===== src/rtl/even_parity_fifo.sv =====
// Synchronous FIFO that stores an even-parity bit with every payload word.
// The head entry falls through to dout as {parity, payload}, and dout is forced to zero while the FIFO is empty.
module even_parity_fifo #(
   parameter int DATA_WIDTH = 8,
   parameter int DEPTH      = 4,
   parameter int CNT_W      = $clog2(DEPTH) + 1
) (
   input  logic                  clock,
   input  logic                  reset,
   input  logic                  wn,
   input  logic                  rn,
   input  logic [DATA_WIDTH-1:0] din,
   input  logic                  par_inject,
   output logic [DATA_WIDTH:0]   dout,
   output logic                  full,
   output logic                  empty,
   output logic [CNT_W-1:0]      count,
   output logic                  overflow,
   output logic                  underflow
);

   localparam int AW = $clog2(DEPTH);

   logic [DATA_WIDTH:0] mem_q [DEPTH];
   logic [AW-1:0]       wr_ptr_q, wr_ptr_d;
   logic [AW-1:0]       rd_ptr_q, rd_ptr_d;
   logic [CNT_W-1:0]    count_q, count_d;
   logic                overflow_q, overflow_d;
   logic                underflow_q, underflow_d;
   logic                wr_acc, rd_acc;
   logic [DATA_WIDTH:0] wr_entry;

   assign full      = (count_q == CNT_W'(DEPTH));
   assign empty     = (count_q == '0);
   assign count     = count_q;
   assign overflow  = overflow_q;
   assign underflow = underflow_q;
   assign dout      = empty ? '0 : mem_q[rd_ptr_q];

   // Handshake: a write is accepted when there is room, or when the FIFO is full and a pop happens on the same edge.
   // A read is accepted whenever the FIFO holds data. A request that is not accepted raises a one-cycle flag.
   always_comb begin
      wr_acc      = wn && (!full || rn);
      rd_acc      = rn && !empty;
      wr_entry    = {(^din) ^ par_inject, din};
      wr_ptr_d    = wr_acc ? wr_ptr_q + AW'(1) : wr_ptr_q;
      rd_ptr_d    = rd_acc ? rd_ptr_q + AW'(1) : rd_ptr_q;
      overflow_d  = wn && !wr_acc;
      underflow_d = rn && !rd_acc;
      count_d     = count_q;
      case ({wr_acc, rd_acc})
         2'b10:   count_d = count_q + CNT_W'(1);
         2'b01:   count_d = count_q - CNT_W'(1);
         default: count_d = count_q;
      endcase
   end

   always_ff @(posedge clock or negedge reset) begin
      if (!reset) begin
         wr_ptr_q    <= '0;
         rd_ptr_q    <= '0;
         count_q     <= '0;
         overflow_q  <= 1'b0;
         underflow_q <= 1'b0;
      end else begin
         wr_ptr_q    <= wr_ptr_d;
         rd_ptr_q    <= rd_ptr_d;
         count_q     <= count_d;
         overflow_q  <= overflow_d;
         underflow_q <= underflow_d;
      end
   end

   // Storage is not reset; empty masks stale contents from dout.
   always_ff @(posedge clock) begin
      if (wr_acc) mem_q[wr_ptr_q] <= wr_entry;
   end

endmodule

===== config.mk =====
export PLATFORM = sky130hd
export DESIGN_NAME = even_parity_fifo
export DESIGN_NICKNAME = d
export VERILOG_FILES = /design/src/rtl/even_parity_fifo.sv
export SDC_FILE = /design/constraint.sdc
export NUM_CORES = 1
export LEC_CHECK = 0
export CAP_MARGIN = 5
export CORE_UTILIZATION = 51
export DETAILED_ROUTE_END_ITERATION = 8
export GPL_TIMING_DRIVEN = 0
export PLACE_DENSITY = 0.83
export SYNTH_ARGS = -nofsm -noshare
export SYNTH_HDL_FRONTEND = slang
export SYNTH_SLANG_ARGS = --single-unit

===== constraint.sdc =====
create_clock -name clock -period 2.4 [get_ports clock]
set_input_delay 0.36 -clock clock [delete_from_list [all_inputs] [get_ports clock]]
set_output_delay 0.36 -clock clock [all_outputs]
set_load 0.01 [all_outputs]

==> key figures, run 1 <==
STA
  • Max-slew violation count: 0
  • Final setup fails: 0
  • Fmax: 0.431 GHz
  • Tcrit/Tclk final: 96.6%
  • Layout Skew: 0.00704 ns
  • Worst-margin pin slew: 0.476 ns
  • Fin. Hold Viols: 0
  • Final WS setup: 0.0820 ns
  • Final min period: 2.32 ns
  • Slew margin rel.: 68.2%

Layout
  • Layout cells sized above 1: 19.3%
  • Ant diodes: 0
  • Layout Cells excl Fill: 193
  • Commonest non-fill, non-tap cell in the layout: edfxtp_1
  • FF+latch area: 0.00131 mm²
  • Fin area: 0.00244 mm²
  • Fillers: 254
  • Commonest cells after routing, fill and taps aside: 36 x edfxtp_1, 23 x clkdlybuf4s50_1, 9 x mux4_2, 9 x nor2b_1
  • Multi-input gate area: 604 µm²
  • Layout Utilization: 66.6%
  • Area Overhead vs Synth: 25.5%
  • Fin nets: 163

Floorplanning
  • Starting Density: 53.1%
  • Num rows: 22
  • Die area: 0.00406 mm²
  • # IOs: 29
  • Die Span Y: 63.7 µm
  • Core area: 0.00366 mm²
  • Die W: 63.7 µm

Placed design
  • Port Buf Inserts: 28
  • DP Area: 0.00228 mm²
  • Placed Instances: 183
  • Gpl congestion: 0.698
  • Post-place setup slack: -0.205 ns

Global routing
  • Vias in the first global route: 1033
  • Pin count of the biggest net entering global routing: 15
  • Total GRT Usage: 17.1%
  • Antenna violations before repair: 0
  • Grt ovf: 0
  • First-pass GRT wire length: 4.96 mm

Setup path
  • Critical path required time: 2.04 ns
  • Startpoint types: flip-flop
  • CP Class: flip-flop to primary output
  • Critical Path End Type: primary output
  • Worst-path cell chain: clkbuf_16 -> mux4_2 -> nor2b_4 -> clkdlybuf4s50_1
  • Crit path DAT: 1.96 ns
  • Max stage delay on crit path: 0.49 ns
  • CP Max Fanout: 5
  • CP max-delay cell: mux4_2

Yosys
  • Syn avg cell area: 18.2 µm²
  • Yosys reg bits: 45
  • Sequential share of the synthesized area: 67.2%
  • Synth Cell Area: 0.00194 mm²
  • Net Count, Synth: 126
  • Yosys cell types: 24
  • Syn Inst Count: 107
  • YS warnings: 0

Pwr
  • Pwr per Cell Area: 1180 mW/mm²
  • Maximum vdd drop: 0.554 mV
  • Leakage power total: 0.942 nW

Detailed routing
  • Vias per cell: 5.08
  • Violation count after the first detailed-route iteration: 22
  • Routed vias: 980
  • Wirelength, routed: 3.17 mm
  • Post-DRT Antenna Nets: 0
  • DR pass1 iterations: 4
  • Remaining DRCs: 0
  • WL/cell: 16.4 µm

Clock network
  • Worst-skew pair later-pin latency: 0.29 ns
  • Worst-path clk slew: 0.08 ns
  • CTS root buf: clkbuf_8
  • Clock net sink count: 45
  • TritonCTS Buffers: 5
  • CTS H-Tree Depth: 2
  • CTS tree: built
  • Hold-fix buffers at CTS: 0
  • Clock Tree Buf Depth: 2

Flow run
  • MaxCap Viol Count: 0

Run status
  • Status: finished, final reports clean

Hold path
  • Hold Crit Class: input pin to async pin
## path summary, 6_finish.rpt
check                       startpoint           to  slack [ns]  cells past startpoint
setup / recovery           rd_ptr_q[0]      dout[0]        0.08                      4
hold / removal                   reset  wr_ptr_q[1]        0.37                      1
setup reg to reg              count[0]     count[2]        0.19                      9
hold reg to reg            wr_ptr_q[1]  wr_ptr_q[1]        0.60                      1
max in group asynchronous        reset  rd_ptr_q[0]        1.71                      1
min in group clock         wr_ptr_q[1]  wr_ptr_q[1]        0.60                      1
## area by class of cell
type | instances | share of cell area [%]
Buffer | 3 | 1.33
Clock buffer | 5 | 2.82
Clock inverter | 3 | 0.718
Inverter | 6 | 0.924
Multi-Input combinational cell | 53 | 24.8
Sequential cell | 45 | 53.6
Tap cell | 48 | 2.46
Timing Repair Buffer | 30 | 13.3
## where the power goes
group          internal (W)  total [W]  leakage, nW  switching (W)
combinational      0.000741    0.00128        0.460       0.000539
sequential          0.00106    0.00117        0.439       0.000107
clock              0.000201   0.000441       0.0439       0.000240
total               0.00200    0.00289        0.942       0.000885
## kinds of logic after synthesis
family,count (synthesis),share of synthesized area (%)
buffers and inverters,9,2.38
xor gates and xnor gates,13,6.57
and+or+nand+nor,23,8.11
adders and majority gates,6,4.25
DFF,45,67.2
muxes,10,11.2
AOI/OAI and AO/OA,1,0.257
## stage by stage
stage,TNS (ns),power (W),hold WS (ns)
2_1_floorplan,0,0.00188,0.0644
3_3_place_gp,-0.100,0.00234,0.511
3_5_place_dp,-0.205,0.00240,0.537
4_1_cts,0,0.00285,0.384
5_1_grt,-0.0631,0.00307,0.387
6_report,0,0.00289,0.370
## synth_stat cells
cell,n,area share [%]
mux2_4,1,0.77
nand2_1,1,0.19
nor2b_2,1,0.45
nor2b_1,9,2.9
inv_1,6,1.2
nor2_1,1,0.19
xnor3_1,1,1.2
fa_1,1,1.0
buf_2,1,0.26
nor2b_4,1,0.71
nand3b_1,1,0.39
xor2_1,4,1.8
xnor2_1,8,3.6
and3_1,1,0.32
and2_1,6,1.9
ha_1,5,3.2
mux4_2,9,10
dfrtp_1,9,12
nor4b_2,1,0.77
nor3_1,1,0.26
edfxtp_1,36,56
buf_4,1,0.39
buf_6,1,0.58
o21ai_0,1,0.26
## critical path, delay by kind of cell (launching register included)
kind,cells,cell delay [ns]
buffers and inverters,2,0.63
multiplexers,1,0.49
flip-flops,1,0.41
AND/OR/NAND/NOR,1,0.13
## sequential cells by signal, summed over array words and instances, names as in the netlist
name and cells:
wr_ptr_q 2, mem_q 36, underflow 1, overflow 1
rd_ptr_q 2, count 3
## timing repair
item	4_1_cts	5_1_grt
gates cloned	0	1
setup buffers	0	1
setup endpoints to repair	1	10
gates resized for setup	1	9
pin swaps	0	0
## metal layers
metal  GRT usage [%]  routed length, µm  vias up
met5               0                  0        -
met3            5.98                107        8
met2            29.1               1760       20
met1            20.1               1240      490
li1                -                  -      462
met4            5.40                 59        0
Power figures use the tool's default switching activity.
==> run 2, diff against run 1 <==
--- a/config.mk
+++ b/config.mk
@@ -9,7 +9,7 @@
 export CORE_UTILIZATION = 51
 export DETAILED_ROUTE_END_ITERATION = 8
 export GPL_TIMING_DRIVEN = 0
-export PLACE_DENSITY = 0.83
+export PLACE_DENSITY = 0.76
 export SYNTH_ARGS = -nofsm -noshare
 export SYNTH_HDL_FRONTEND = slang
 export SYNTH_SLANG_ARGS = --single-unit
==> key figures, run 2 (synthesis results as in run 1) <==
Run status
  • Status: finished, final reports clean

Floorplanning
  • Die Span Y: 63.7 µm
  • Num rows: 22
  • Starting Density: 53.1%
  • Core area: 0.00366 mm²
  • # IOs: 29
  • Die W: 63.7 µm
  • Die area: 0.00406 mm²

STA
  • Tcrit/Tclk final: 97.4%
  • Max-slew violation count: 0
  • Final min period: 2.34 ns
  • Fmax: 0.428 GHz
  • Layout Skew: 0.00551 ns
  • Fin. Hold Viols: 0
  • Worst-margin pin slew: 0.516 ns
  • WHS: 0.380 ns
  • Final WS setup: 0.0632 ns
  • Slew margin rel.: 65.6%
  • Final setup fails: 0

Placed design
  • HPWL after detailed placement: 2.12 mm
  • Gpl congestion: 0.750
  • DP Area: 0.00228 mm²
  • Placed Instances: 183
  • Post-place setup slack: -0.170 ns
  • Port Buf Inserts: 28

Global routing
  • Pin count of the biggest net entering global routing: 14
  • Grt ovf: 0
  • First-pass GRT wire length: 5.35 mm
  • Vias in the first global route: 1054
  • Total GRT Usage: 18.4%
  • Antenna violations before repair: 0

Layout
  • Max reg flops: 36
  • Commonest cells after routing, fill and taps aside: 36 x edfxtp_1, 28 x clkdlybuf4s50_1, 9 x mux4_2, 9 x nor2b_1, 9 x dfrtp_1
  • Area Overhead vs Synth: 24.3%
  • Ant diodes: 0
  • Layout cells sized above 1: 16.7%
  • Layout Cells excl Fill: 192
  • Fin area: 0.00241 mm²
  • Fin nets: 162
  • Most flop-heavy register: mem_q
  • Commonest non-fill, non-tap cell in the layout: edfxtp_1

Detailed routing
  • Wirelength, routed: 3.27 mm
  • Remaining DRCs: 0
  • WL/cell: 17.0 µm
  • Routed vias: 985
  • Violation count after the first detailed-route iteration: 32
  • Vias per cell: 5.13
  • DR pass1 iterations: 4
  • Post-DRT Antenna Nets: 0

Setup path
  • CP Max Fanout: 10
  • Crit path DAT: 1.98 ns
  • Startpoint types: flip-flop
  • Critical Path End Type: primary output
  • CP Class: flip-flop to primary output
  • Critical path required time: 2.04 ns

Clock network
  • Clock Tree Buf Depth: 2
  • Clock net sink count: 45
  • CTS root buf: clkbuf_8
  • CTS tree: built
  • Worst-skew pair later-pin latency: 0.29 ns
  • Worst-path clk slew: 0.08 ns
  • CTS H-Tree Depth: 2
  • TritonCTS Buffers: 5

Pwr
  • Maximum vdd drop: 0.871 mV
  • Pwr per Cell Area: 1220 mW/mm²
  • Leakage power total: 0.885 nW

Hold path
  • Hold Crit Class: input pin to async pin

Flow run
  • MaxCap Viol Count: 0
run 2: cell types whose count changed in the layout (fill, tap and decap cells not counted):
cell,before,now
clkinvlp_4,1,0
clkdlybuf4s50_1,23,28
dlymetal6s2s_1,5,0
buf_12,1,0
buf_8,0,1
bufinv_16,0,1
dfrtp_2,1,0
clkbuf_16,1,0
clkinv_2,2,0
clkinv_1,0,1
clkbuf_1,0,1
dfrtp_1,8,9
run 2: path summary, 6_finish.rpt:
check,slack (ns),startpoint,to,cells past startpoint
min,0.38,reset,underflow,1
max,0.06,rd_ptr_q[0],dout[4],4
max reg2reg,0.23,count[0],count[2],9
min in group clock,0.58,count[2],count[2],1
min reg2reg,0.58,count[2],count[2],1
max in group asynchronous,1.72,reset,rd_ptr_q[0],1
run 2: stage by stage:
stage               power (W)  utilization, %  setup TNS (ns)
floorplan             0.00188               -               0
global placement      0.00234            62.4          -0.107
detailed placement    0.00240            62.4          -0.170
CTS                   0.00294            65.3               0
global route          0.00313            66.0        -0.00586
finish                0.00296            66.0               0
run 2: cell type report:
| class | instances | area, µm² |
|---|---|---|
| Buffer | 3 | 27.5 |
| Clock buffer | 6 | 72.6 |
| Clock inverter | 2 | 33.8 |
| Fill cell | 265 | 1250 |
| Inverter | 6 | 22.5 |
| Multi-Input combinational cell | 53 | 604 |
| Sequential cell | 45 | 1310 |
| Tap cell | 48 | 60.1 |
| Timing Repair Buffer | 29 | 288 |
run 2: worst max-delay path, stage by stage, from the launching register on:
cell and delay [ns]:
dfrtp_1 0.39, buf_8 0.18, mux4_2 0.49, nor2b_1 0.14
clkdlybuf4s50_1 0.49
run 2: layer usage:
| metal | vias up | wire (µm) | global-route usage (%) |
|---|---|---|---|
| met5 | - | 0 | 0 |
| met4 | 0 | 13 | 5.11 |
| met3 | 2 | 138 | 4.71 |
| met2 | 25 | 1710 | 29.4 |
| met1 | 497 | 1410 | 25.0 |
| li1 | 461 | - | - |
run 2: timing repair:
item | 4_1_cts | 5_1_grt
hold buffers | 0 | 0
setup buffers | 0 | 1
gates resized for setup | 0 | 3
endpoints found under the setup margin | 0 | 9
run 2: power breakdown:
group	switching (W)	internal, W
Clock	0.000239	0.000307
Sequential	0.000105	0.00106
Combinational	0.000539	0.000709
Total	0.000883	0.00207
